### config.mk
export PLATFORM = sky130hd
export DESIGN_NAME = uart_tx_core
export DESIGN_NICKNAME = d
export VERILOG_FILES = /design/src/rtl/uart_pkg.sv /design/src/rtl/uart_tx_fifo.sv /design/src/rtl/uart_tx_core.sv
export SDC_FILE = /design/constraint.sdc
export NUM_CORES = 1
export LEC_CHECK = 0
export BUFFER_PORTS_ARGS = -buffer_cell sky130_fd_sc_hd__buf_2
export CAP_MARGIN = 20
export CORE_MARGIN = 2
export CORE_UTILIZATION = 60
export CTS_BUF_LIST = sky130_fd_sc_hd__clkbuf_4
export DETAILED_ROUTE_END_ITERATION = 16
export PLACE_DENSITY = 0.79
export SLEW_MARGIN = 15
export SYNTH_ARGS = -nofsm -noshare
export SYNTH_HDL_FRONTEND = slang
export SYNTH_SLANG_ARGS = --single-unit
### constraint.sdc
create_clock -name mclk -period 4.45 [get_ports mclk]
set_input_delay 0.2225 -clock mclk [delete_from_list [all_inputs] [get_ports mclk]]
set_output_delay 0.2225 -clock mclk [all_outputs]
set_load 0.02 [all_outputs]
### src/rtl/uart_pkg.sv
// Shared FSM state type and frame constants for the UART transmitter.
package uart_pkg;

   typedef enum logic [2:0] {
      IDLE,
      START,
      DATA,
      PARITY,
      STOP1,
      STOP2
   } tx_state_t;

   localparam int unsigned DATA_BITS_BASE = 5;
   localparam int unsigned DIV_W          = 16;

endpackage

### src/rtl/uart_tx_fifo.sv
// Synchronous byte FIFO; pointers carry one extra wrap bit so full/empty
// and the level fall straight out of the pointer difference.
module uart_tx_fifo #(
   parameter  int unsigned DEPTH = 4,
   localparam int unsigned AW    = $clog2(DEPTH)
) (
   input  logic          i_clk,
   input  logic          i_rst,
   input  logic          i_push,
   input  logic          i_pop,
   input  logic [7:0]    i_data,
   output logic [7:0]    o_data,
   output logic          o_full,
   output logic          o_empty,
   output logic [AW:0]   o_level
);

   localparam logic [AW:0] LVL_FULL = (AW + 1)'(DEPTH);

   logic [7:0]  r_mem [DEPTH];
   logic [AW:0] r_wptr;
   logic [AW:0] r_rptr;
   logic        w_push;
   logic        w_pop;

   assign w_push = i_push && !o_full;
   assign w_pop  = i_pop && !o_empty;

   always_ff @(posedge i_clk) begin
      if (i_rst) begin
         r_wptr <= '0;
         r_rptr <= '0;
      end else begin
         if (w_push) r_wptr <= r_wptr + 1'b1;
         if (w_pop)  r_rptr <= r_rptr + 1'b1;
      end
   end

   always_ff @(posedge i_clk) begin
      if (w_push) r_mem[r_wptr[AW-1:0]] <= i_data;
   end

   assign o_data  = r_mem[r_rptr[AW-1:0]];
   assign o_level = r_wptr - r_rptr;
   assign o_full  = (o_level == LVL_FULL);
   assign o_empty = (r_wptr == r_rptr);

endmodule

### src/rtl/uart_tx_core.sv
// UART transmitter: valid/ready byte input, buffered, serialised on txd.
// Define UART_TX_FIFO_EN for a FIFO_DEPTH-entry buffer; otherwise one holding register.
module uart_tx_core
   import uart_pkg::*;
#(
   parameter  int unsigned FIFO_DEPTH = 4,
   localparam int unsigned LVL_W      = $clog2(FIFO_DEPTH) + 1
) (
   input  logic              mclk,
   input  logic              reset,
   input  logic              cfg_tx_en,
   input  logic [1:0]        cfg_data_bits,
   input  logic              cfg_stop_bits,
   input  logic              cfg_parity_en,
   input  logic              cfg_even_parity,
   input  logic [DIV_W-1:0]  cfg_divisor,
   input  logic [7:0]        tx_data,
   input  logic              tx_valid,
   output logic              tx_ready,
   output logic              txd,
   output logic              tx_busy,
   output logic [LVL_W-1:0]  tx_level
);

   tx_state_t         r_state;
   tx_state_t         w_next_state;
   logic              w_push;
   logic              w_pop;
   logic              w_full;
   logic              w_empty;
   logic              w_can_start;
   logic              w_cnt_zero;
   logic              w_last_bit;
   logic              w_txd;
   logic [7:0]        w_fifo_data;
   logic [7:0]        w_mask;
   logic [DIV_W:0]    r_cnt;
   logic [7:0]        r_shift;
   logic [2:0]        r_bit_idx;
   logic [2:0]        r_last_idx;
   logic              r_par;
   logic              r_frm_par_en;
   logic              r_frm_even;
   logic              r_frm_stop2;
   logic [DIV_W-1:0]  r_frm_div;
   logic              r_txd;

   assign w_push   = tx_valid && !w_full;
   assign tx_ready = !w_full;

`ifdef UART_TX_FIFO_EN
   uart_tx_fifo #(.DEPTH(FIFO_DEPTH)) u_fifo (
      .i_clk   (mclk),
      .i_rst   (reset),
      .i_push  (w_push),
      .i_pop   (w_pop),
      .i_data  (tx_data),
      .o_data  (w_fifo_data),
      .o_full  (w_full),
      .o_empty (w_empty),
      .o_level (tx_level)
   );
`else
   logic       r_hold_vld;
   logic [7:0] r_hold;

   // Push only happens when empty and pop only when full, so they never collide.
   always_ff @(posedge mclk) begin
      if (reset) begin
         r_hold_vld <= 1'b0;
         r_hold     <= '0;
      end else if (w_push) begin
         r_hold_vld <= 1'b1;
         r_hold     <= tx_data;
      end else if (w_pop) begin
         r_hold_vld <= 1'b0;
      end
   end

   assign w_full      = r_hold_vld;
   assign w_empty     = !r_hold_vld;
   assign w_fifo_data = r_hold;
   assign tx_level    = {{(LVL_W - 1){1'b0}}, r_hold_vld};
`endif

   assign w_can_start = cfg_tx_en && !w_empty;
   assign w_cnt_zero  = (r_cnt == '0);
   assign w_last_bit  = (r_bit_idx == r_last_idx);
   assign w_mask      = 8'hFF >> (2'd3 - cfg_data_bits);

   always_comb begin
      w_next_state = r_state;
      w_pop        = 1'b0;
      w_txd        = 1'b1;
      case (r_state)
         IDLE: begin
            if (w_can_start) begin
               w_next_state = START;
               w_pop        = 1'b1;
            end
         end
         START: begin
            w_txd = 1'b0;
            if (w_cnt_zero) w_next_state = DATA;
         end
         DATA: begin
            w_txd = r_shift[0];
            if (w_cnt_zero && w_last_bit) w_next_state = r_frm_par_en ? PARITY : STOP1;
         end
         PARITY: begin
            w_txd = r_frm_even ? r_par : !r_par;
            if (w_cnt_zero) w_next_state = STOP1;
         end
         STOP1: begin
            if (w_cnt_zero) begin
               if (r_frm_stop2) begin
                  w_next_state = STOP2;
               end else if (w_can_start) begin
                  w_next_state = START;
                  w_pop        = 1'b1;
               end else begin
                  w_next_state = IDLE;
               end
            end
         end
         STOP2: begin
            if (w_cnt_zero) begin
               if (w_can_start) begin
                  w_next_state = START;
                  w_pop        = 1'b1;
               end else begin
                  w_next_state = IDLE;
               end
            end
         end
         default: w_next_state = IDLE;
      endcase
   end

   always_ff @(posedge mclk) begin
      if (reset) r_state <= IDLE;
      else       r_state <= w_next_state;
   end

   // A pop always coincides with START entry, so it reloads from the live config.
   always_ff @(posedge mclk) begin
      if (reset) begin
         r_txd        <= 1'b1;
         r_cnt        <= '0;
         r_shift      <= '0;
         r_par        <= 1'b0;
         r_bit_idx    <= '0;
         r_last_idx   <= '0;
         r_frm_par_en <= 1'b0;
         r_frm_even   <= 1'b0;
         r_frm_stop2  <= 1'b0;
         r_frm_div    <= '0;
      end else begin
         r_txd <= w_txd;
         if (w_pop) begin
            r_cnt        <= {cfg_divisor, 1'b1};
            r_shift      <= w_fifo_data & w_mask;
            r_par        <= ^(w_fifo_data & w_mask);
            r_bit_idx    <= '0;
            r_last_idx   <= 3'(cfg_data_bits) + 3'(DATA_BITS_BASE - 1);
            r_frm_par_en <= cfg_parity_en;
            r_frm_even   <= cfg_even_parity;
            r_frm_stop2  <= cfg_stop_bits;
            r_frm_div    <= cfg_divisor;
         end else if (w_cnt_zero) begin
            r_cnt <= {r_frm_div, 1'b1};
            if (r_state == DATA) begin
               r_shift   <= r_shift >> 1;
               r_bit_idx <= r_bit_idx + 1'b1;
            end
         end else begin
            r_cnt <= r_cnt - 1'b1;
         end
      end
   end

   assign txd     = r_txd;
   assign tx_busy = (r_state != IDLE) || !w_empty;

endmodule
==> key figures, run 1 <==
Synthesis
  – Sequential share of the synthesized area: between 40% and 50%
  – Yosys warnings: 0
  – Top cells by area, synth: dfxtp_1, nand2_1, a21oi_1, xnor2_1, o211ai_1
  – Cells after Synth: 361
  – Top-count cell post-synth: nand2_1
  – Synth Flop Type: dfxtp_1
  – Mean Syn Cell Area: 8.29 µm²
  – Number of synthesized flops with an enable pin: 0
  – Synthesized flop and latch total: 64
  – Top post-synthesis cells by count: nand2_1, dfxtp_1, a21oi_1, nor2_1, clkbuf_1
  – Mapped Area: 2990 µm²
  – Distinct cell type count after synthesis: just under 50
  – Yosys top cell by area: dfxtp_1
  – Top cell type's share of synthesized area: between 40% and 50%
  – Ys async rst share: 0%

Min path
  – Worst Hold Class: primary input to flop
  – Min-delay src: tx_data[2]
  – Worst hold stages: 3
  – Worst Hold Endpoint: r_hold[2]

Clock network
  – CTS tree: done
  – Clock transition at path regs: between 0.1 and 0.15 ns
  – Longest Clk Path Bufs: 2
  – Total CTS buffers: 9
  – PostCTS Resize Cnt: 0
  – Setup repair bufs after CTS: 0
  – Cts hold-fix bufs: 0
  – Clk_lat worst skew: 0.41 ns
  – Total number of H-tree levels: 3
  – Clk sinks: 64
  – Root Buffer: clkbuf_4

STA
  – Skew final: 0.0132 ns
  – Fin crit period: 2.63 ns
  – Setup TNS: 0 ns
  – Slew headroom: 36.6%
  – Worst-Margin Slew: 0.949 ns
  – Setup-failing EPs final: 0
  – Final Cycle Share: approximately 59%
  – Fin. max-slew vios: 0
  – RSZ-0062 raised after global routing: false
  – Fmax: between 300 and 400 MHz
  – Final WS setup: 1.82 ns
  – Final Hold Vio Count: 0

Floorplanning
  – Initial Utilization: 62.9%
  – I/O pin cnt: 39
  – Core footprint: about 4800 µm²
  – FP Rows: 25
  – Chip Height: 74.6 µm
  – Die ar.: 5570 µm²
  – Die width: 74.6 µm

Detailed routing
  – Routed len/inst: 12.6 µm
  – Post-Route WL: 5780 µm
  – Antenna-violating nets left: 0
  – Number of DRC markers in iteration 0: 125
  – DRC errors left: 0
  – DRT Pass-1 Iters: 4
  – Drt via density: 5.56
  – Vias: around 2500

Layout
  – Antenna diodes: 0
  – NumNets Final: 421
  – Register Area: 1280 µm²
  – Layout cell share with drive strength beyond 1: 15.4%
  – Post-route cell area: 3320 µm²
  – Multi-input gate area: 1580 µm²
  – P&R area growth vs syn: 11.1%
  – Fillers: 420

Placed design
  – Post-Place Worst Slack: around 1.8 ns
  – Input/output buffers: 36
  – Routability cong.: around 0.8
  – HPWL Detailed: 3800 µm
  – Area post-placement: 3160 µm²

Worst setup path
  – Data required time of the critical path: 4.81 ns
  – Startpoint type of the worst setup path: flop
  – R2R Setup Slk: 1.82 ns
  – Crit Path Class: flop to flop
  – Reg2Reg Depth: 8
  – CP Data Arrival Time: approximately 3.0 ns
  – FF-to-FF End: r_state[0]
  – CP Max Fanout: 37
  – Crit. End Element: flop
  – Critical R2R Launch: r_cnt[0]

Global routing
  – Gr usage total: 22.7%
  – Pin count of the biggest net entering global routing: 66
  – Antenna violations before repair: 0
  – Vias in the first global route: 2222
  – Global-route wire length before repair: around 9800 µm
  – Grt ovf: 0

Job
  – Max-cap violations: 0

Run status
  – Run status: complete, no violations

Power
  – VDD IR max: 0.000301 V
  – P per Cell Area: 521 nW/µm²
  – Leakage Power: 0.00129 µW
## layout make-up
type / count / area share (%)
Clock buffer: 9 / 2.03
Clock inverter: 7 / 2.15
Inverter: 6 / 0.678
Multi-Input combinational cell: 266 / 47.6
Sequential cell: 64 / 38.6
Tap cell: 67 / 2.52
Timing Repair Buffer: 38 / 6.48
## cells in the final DEF (no fill, tap or decap), types with 4 or more instances in the layout
cell,n
nor3_1,10
inv_1,6
o21ai_0,7
xnor2_1,14
o211ai_1,14
xor2_1,8
nand3_1,11
a21oi_1,45
or3_1,4
nor4_1,4
nand2_1,71
clkbuf_4,9
a311oi_1,6
dfxtp_1,64
mux2i_1,9
buf_2,36
nor2_1,23
## flip-flops by register name, indices dropped and copies added, names as in the netlist, 3 cells and up
name / cells
r_state: 3
r_last_idx: 3
r_shift: 8
r_cnt: 17
r_frm_div: 16
r_hold: 8
r_bit_idx: 3
## per-layer routing
layer / wire length [µm] / GRT usage, % / vias to the layer above
li1: - / - / 1320
met1: 2900 / 30.7 / 1165
met2: 2580 / 34.0 / 51
met3: 247 / 9.10 / 5
met4: 53 / 5.95 / 0
met5: 0 / 0 / -
## per-stage QoR
| stage | hold slack [ns] | utilization [%] | power [µW] | instances |
|---|---|---|---|---|
| 2_1_floorplan | 0.358 | - | 1400 | 362 |
| 3_3_place_gp | 0.442 | 66.4 | 1330 | 440 |
| 3_5_place_dp | 0.451 | 66.4 | 1340 | 440 |
| 4_1_cts | 0.0273 | 69.3 | 1730 | 456 |
| 5_1_grt | 0.00374 | 69.9 | 1860 | 457 |
| 6_report | 0.0407 | 69.9 | 1730 | 457 |
## cell families (layout without fill, tap and decap cells)
family / after synthesis / after routing / share of synthesized area (%)
xor+xnor: 22 / 22 / 6.44
other cells: 1 / 2 / 0.125
buf+inv: 32 / 60 / 4.94
simple gates: 143 / 143 / 23.5
fa+ha+maj: 3 / 3 / 1.25
mux: 9 / 9 / 3.01
compound gates: 87 / 87 / 17.9
flops: 64 / 64 / 42.8
## report_power, final
part | internal [µW] | switching [µW] | leakage, µW
clock | 171 | 219 | 0.0000700
sequential | 652 | 85.2 | 0.000523
combinational | 279 | 325 | 0.000694
## worst max path at each step
stage                  start            end  slack, ns  depth (start not counted)
CTS                 r_cnt[1]   r_bit_idx[2]       1.81                          8
global route        r_cnt[0]   r_bit_idx[2]       1.53                          8
floorplan           r_cnt[8]  r_frm_div[10]       2.37                          8
finish              r_cnt[0]     r_state[0]       1.82                          8
global placement    r_cnt[8]      r_cnt[16]       1.84                          6
detailed placement  r_cnt[1]     r_shift[1]       1.81                          7
## critical path: stages, from the launching register on
cell      delay [ns]
dfxtp_1         0.35
inv_1           0.08
ha_1            0.13
nor4b_1         0.50
nand4b_4        0.52
o21ai_0         0.50
nor2_1          0.11
nor4_1          0.27
a21o_1          0.12
No activity file was read; power rests on OpenSTA's default activity.
==> run 2: changes to the inputs <==
Settings changed: CORE_UTILIZATION 60 to 59, PLACE_DENSITY 0.79 to 0.78.
Clock period 4.45 ns to 2.5 ns, I/O delays scaled along.
==> run 2 against run 1 <==
Flip-flop and latch count stayed put. Combinational power grew 140%. Die area rose by 1.6%. Maximum frequency up 12%. Setup slack worse by 1.7 ns. Global-route usage rose by 4.3 points. Sequential share of layout area decreased by 3.9 points. First-iteration DRC count grew 24%. Critical path type unchanged. Highest routed layer unchanged.
==> key figures, run 2 (same netlist as run 1, synthesis figures left out) <==
Placed design
  – Routability cong.: 0.834 (+2.5%)
  – Input/output buffers: 36 (unchanged)
  – Placed Cells incl. Taps: 449 (+2.0%)
  – Area post-placement: 3240 µm² (+2.5%)
  – HPWL Detailed: 4300 µm (+13%)

Power
  – P per Cell Area: 975 nW/µm² (+87%)
  – Internal Pwr Total: 2300 µW (+110%)
  – Combinational group share of total power: 39.5% (+4.6 points)
  – Reg power frac: 38.7% (-3.9 points)
  – Clock Power Share: 21.8% (-0.7 points)
  – VDD IR max: 0.000547 V (+81%)
  – Net Sw Power: 1300 µW (+110%)
  – Sw frac: 36.2% (-0.12 points)
  – Leakage Power: 0.00146 µW (+14%)

Layout
  – Antenna diodes: 0 (unchanged)
  – Commonest non-fill, non-tap cell in the layout: nand2_1
  – Layout cell share with drive strength beyond 1: 15.9% (+0.50 points)
  – Post-route cell area: 3700 µm² (+11%)
  – Post-route insts no fill: 495 (+8.3%)
  – Register Area: 1280 µm² (unchanged)
  – Reg with most FFs: r_cnt
  – Fillers: 389 (-7.4%)
  – Largest regs: r_cnt: 17 flops, r_frm_div: 16 flops
  – Max reg flops: 17 (unchanged)
  – Multi-input gate area: 1580 µm² (unchanged)
  – Final core utilization: 76.7% (+6.8 points)
  – P&R area growth vs syn: 23.5%
  – NumNets Final: 459 (+9.0%)
  – Most frequent cells in the layout: nand2_1, dfxtp_1, a21oi_1, buf_2, dlygate4sd3_1

Detailed routing
  – Drt via density: 5.54 (-0.45%)
  – Antenna-violating nets left: 0 (unchanged)
  – Routed len/inst: 13.8 µm (+8.8%)
  – DRT Pass-1 Iters: 5 (+1)
  – DRC errors left: 0 (unchanged)
  – Post-Route WL: 6810 µm (+18%)
  – Vias: 2740 (+7.8%)
  – Number of DRC markers in iteration 0: 155 (+24%)

STA
  – Setup-failing EPs final: 0 (unchanged)
  – Setup TNS: 0 ns (unchanged)
  – Final Hold Vio Count: 0 (unchanged)
  – Worst-Margin Slew: 0.546 ns (-0.403 ns)
  – RSZ-0062 raised after global routing: true
  – Fin crit period: 2.36 ns (-0.274 ns)
  – Fin. max-slew vios: 0 (unchanged)
  – Fmax: 424 MHz (+12%)
  – Final Cycle Share: 94.2% (+35 points)
  – Skew final: 0.0156 ns (+0.00241 ns)
  – Slew headroom: 63.3% (+27 points)

Job
  – Max-cap violations: 0 (unchanged)

Floorplanning
  – I/O pin cnt: 39 (unchanged)
  – Core footprint: 4820 µm² (+1.3%)
  – Initial Utilization: 62.1% (-0.82 points)
  – Chip Height: 75.2 µm (+0.80%)
  – Die ar.: 5660 µm² (+1.6%)
  – FP Rows: 25 (unchanged)
  – Die width: 75.2 µm (+0.80%)

Worst setup path
  – Worst-path cell chain: or4_1, or2_4, and4bb_1, a31oi_4, buf_12, o211ai_1, a21oi_1
  – R2R Setup Slk: 0.14 ns (-1.68 ns)
  – CP max stage delay: 0.56 ns (+0.04 ns)
  – Crit. End Element: flop
  – Data required time of the critical path: 2.80 ns (-2.01 ns)
  – Startpoint type of the worst setup path: flop
  – CP Max Fanout: 34 (-8.1%)
  – FF-to-FF End: r_cnt[8]
  – Slowest CP cell: or4_1
  – CP delay by family, top: simple AND/OR/NAND/NOR gates
  – Critical R2R Launch: r_cnt[8]
  – Crit Path Class: flop to flop
  – WP buf/inv: 1 (unchanged)
  – Reg2Reg Depth: 7 (-1)
  – Stages on the worst setup path: 7 (-1)
  – CP Data Arrival Time: 2.65 ns (-0.34 ns)

Min path
  – Worst Hold Endpoint: r_cnt[0]
  – Worst hold stages: 3 (unchanged)
  – Worst Hold Class: primary input to flop
  – Min-delay src: cfg_tx_en

Global routing
  – Grt ovf: 0 (unchanged)
  – Met3 Use GR: 9.37% (+0.27 points)
  – Vias in the first global route: 2536 (+14%)
  – GR Util met1: 34.2% (+3.4 points)
  – Pin count of the biggest net entering global routing: 45 (-32%)
  – Global-route wire length before repair: 11600 µm (+18%)
  – Busiest layer in global routing: met2
  – Antenna violations before repair: 0 (unchanged)
  – Grt met2 use: 43.7% (+9.6 points)
  – Gr usage total: 27.0% (+4.3 points)

Clock network
  – Clock transition at path regs: 0.10 ns (about the same)
  – PostCTS Resize Cnt: 0 (unchanged)
  – Total number of H-tree levels: 3 (unchanged)
  – CTS tree: done
  – Longest Clk Path Bufs: 2 (unchanged)
  – Total CTS buffers: 9 (unchanged)
  – Setup repair bufs after CTS: 0 (unchanged)
  – Clk sinks: 64 (unchanged)
  – Clk_lat worst skew: 0.42 ns (about the same)
  – Root Buffer: clkbuf_4

Run status
  – Run status: complete, no violations
-- run 2: changes by cell type in the layout (fill, tap and decap cells not counted) --
cell           previous run  this run
bufinv_16                 1         2
buf_4                     1         9
buf_16                    1         0
clkbuf_4                  9        10
clkinv_4                  1         0
inv_6                     1         0
buf_12                    0         1
dlygate4sd3_1             0        30
-- run 2: stage by stage --
step / power (µW) / setup slack, ns / hold WS (ns)
after CTS: 3610 / 0.145 / 0.0676
after global routing: 3870 / -0.000505 / 0.0652
after detailed placement: 2780 / 0.173 / 0.368
final: 3600 / 0.144 / 0.0822
after floorplan: 2490 / 0.415 / 0.261
after global placement: 2740 / 0.230 / 0.359
-- run 2: worst max-delay path by stage --
stage | from | to | slack (ns)
final | r_cnt[8] | r_cnt[8] | 0.14
after global routing | r_cnt[8] | r_shift[0] | -0.0005
after CTS | r_cnt[8] | r_cnt[1] | 0.15
after detailed placement | r_cnt[8] | r_cnt[1] | 0.17
after global placement | r_cnt[8] | r_cnt[1] | 0.23
after floorplan | r_cnt[8] | r_frm_div[10] | 0.42
-- run 2: worst min-delay path: cells and delay by family --
family | cells | cell delay, ns
buf+inv | 1 | 0.12
simple gates | 1 | 0.11
compound gates | 1 | 0.09
-- run 2: timing repair --
| action | CTS | global route |
|---|---|---|
| setup endpoints to repair | 0 | 1 |
| hold buffers | 30 | 0 |
| hold endpoints to repair | 47 | 0 |
-- run 2: metal layers --
metal | share of wire, % | up-vias
li1 | - | 1394
met1 | 44 | 1251
met2 | 48 | 81
met3 | 5.3 | 14
met4 | 1.8 | 0
met5 | 0 | -
-- run 2: cell type report --
class / instances / area share [%]
multi-input cells: 266 / 42.8
flip-flops and latches: 64 / 34.7
repair buffers: 76 / 15.4
clock inverters: 6 / 2.27
well taps: 67 / 2.27
clock buffers: 10 / 2.03
inverters: 6 / 0.609
-- run 2: power by group through the flow --
stage,clock [µW],combinational (µW),sequential [µW]
finish,785,1420,1400
global route,838,1610,1420
CTS,799,1420,1390
detailed placement,0,1370,1410
global placement,0,1330,1410
floorplan,0,1120,1360
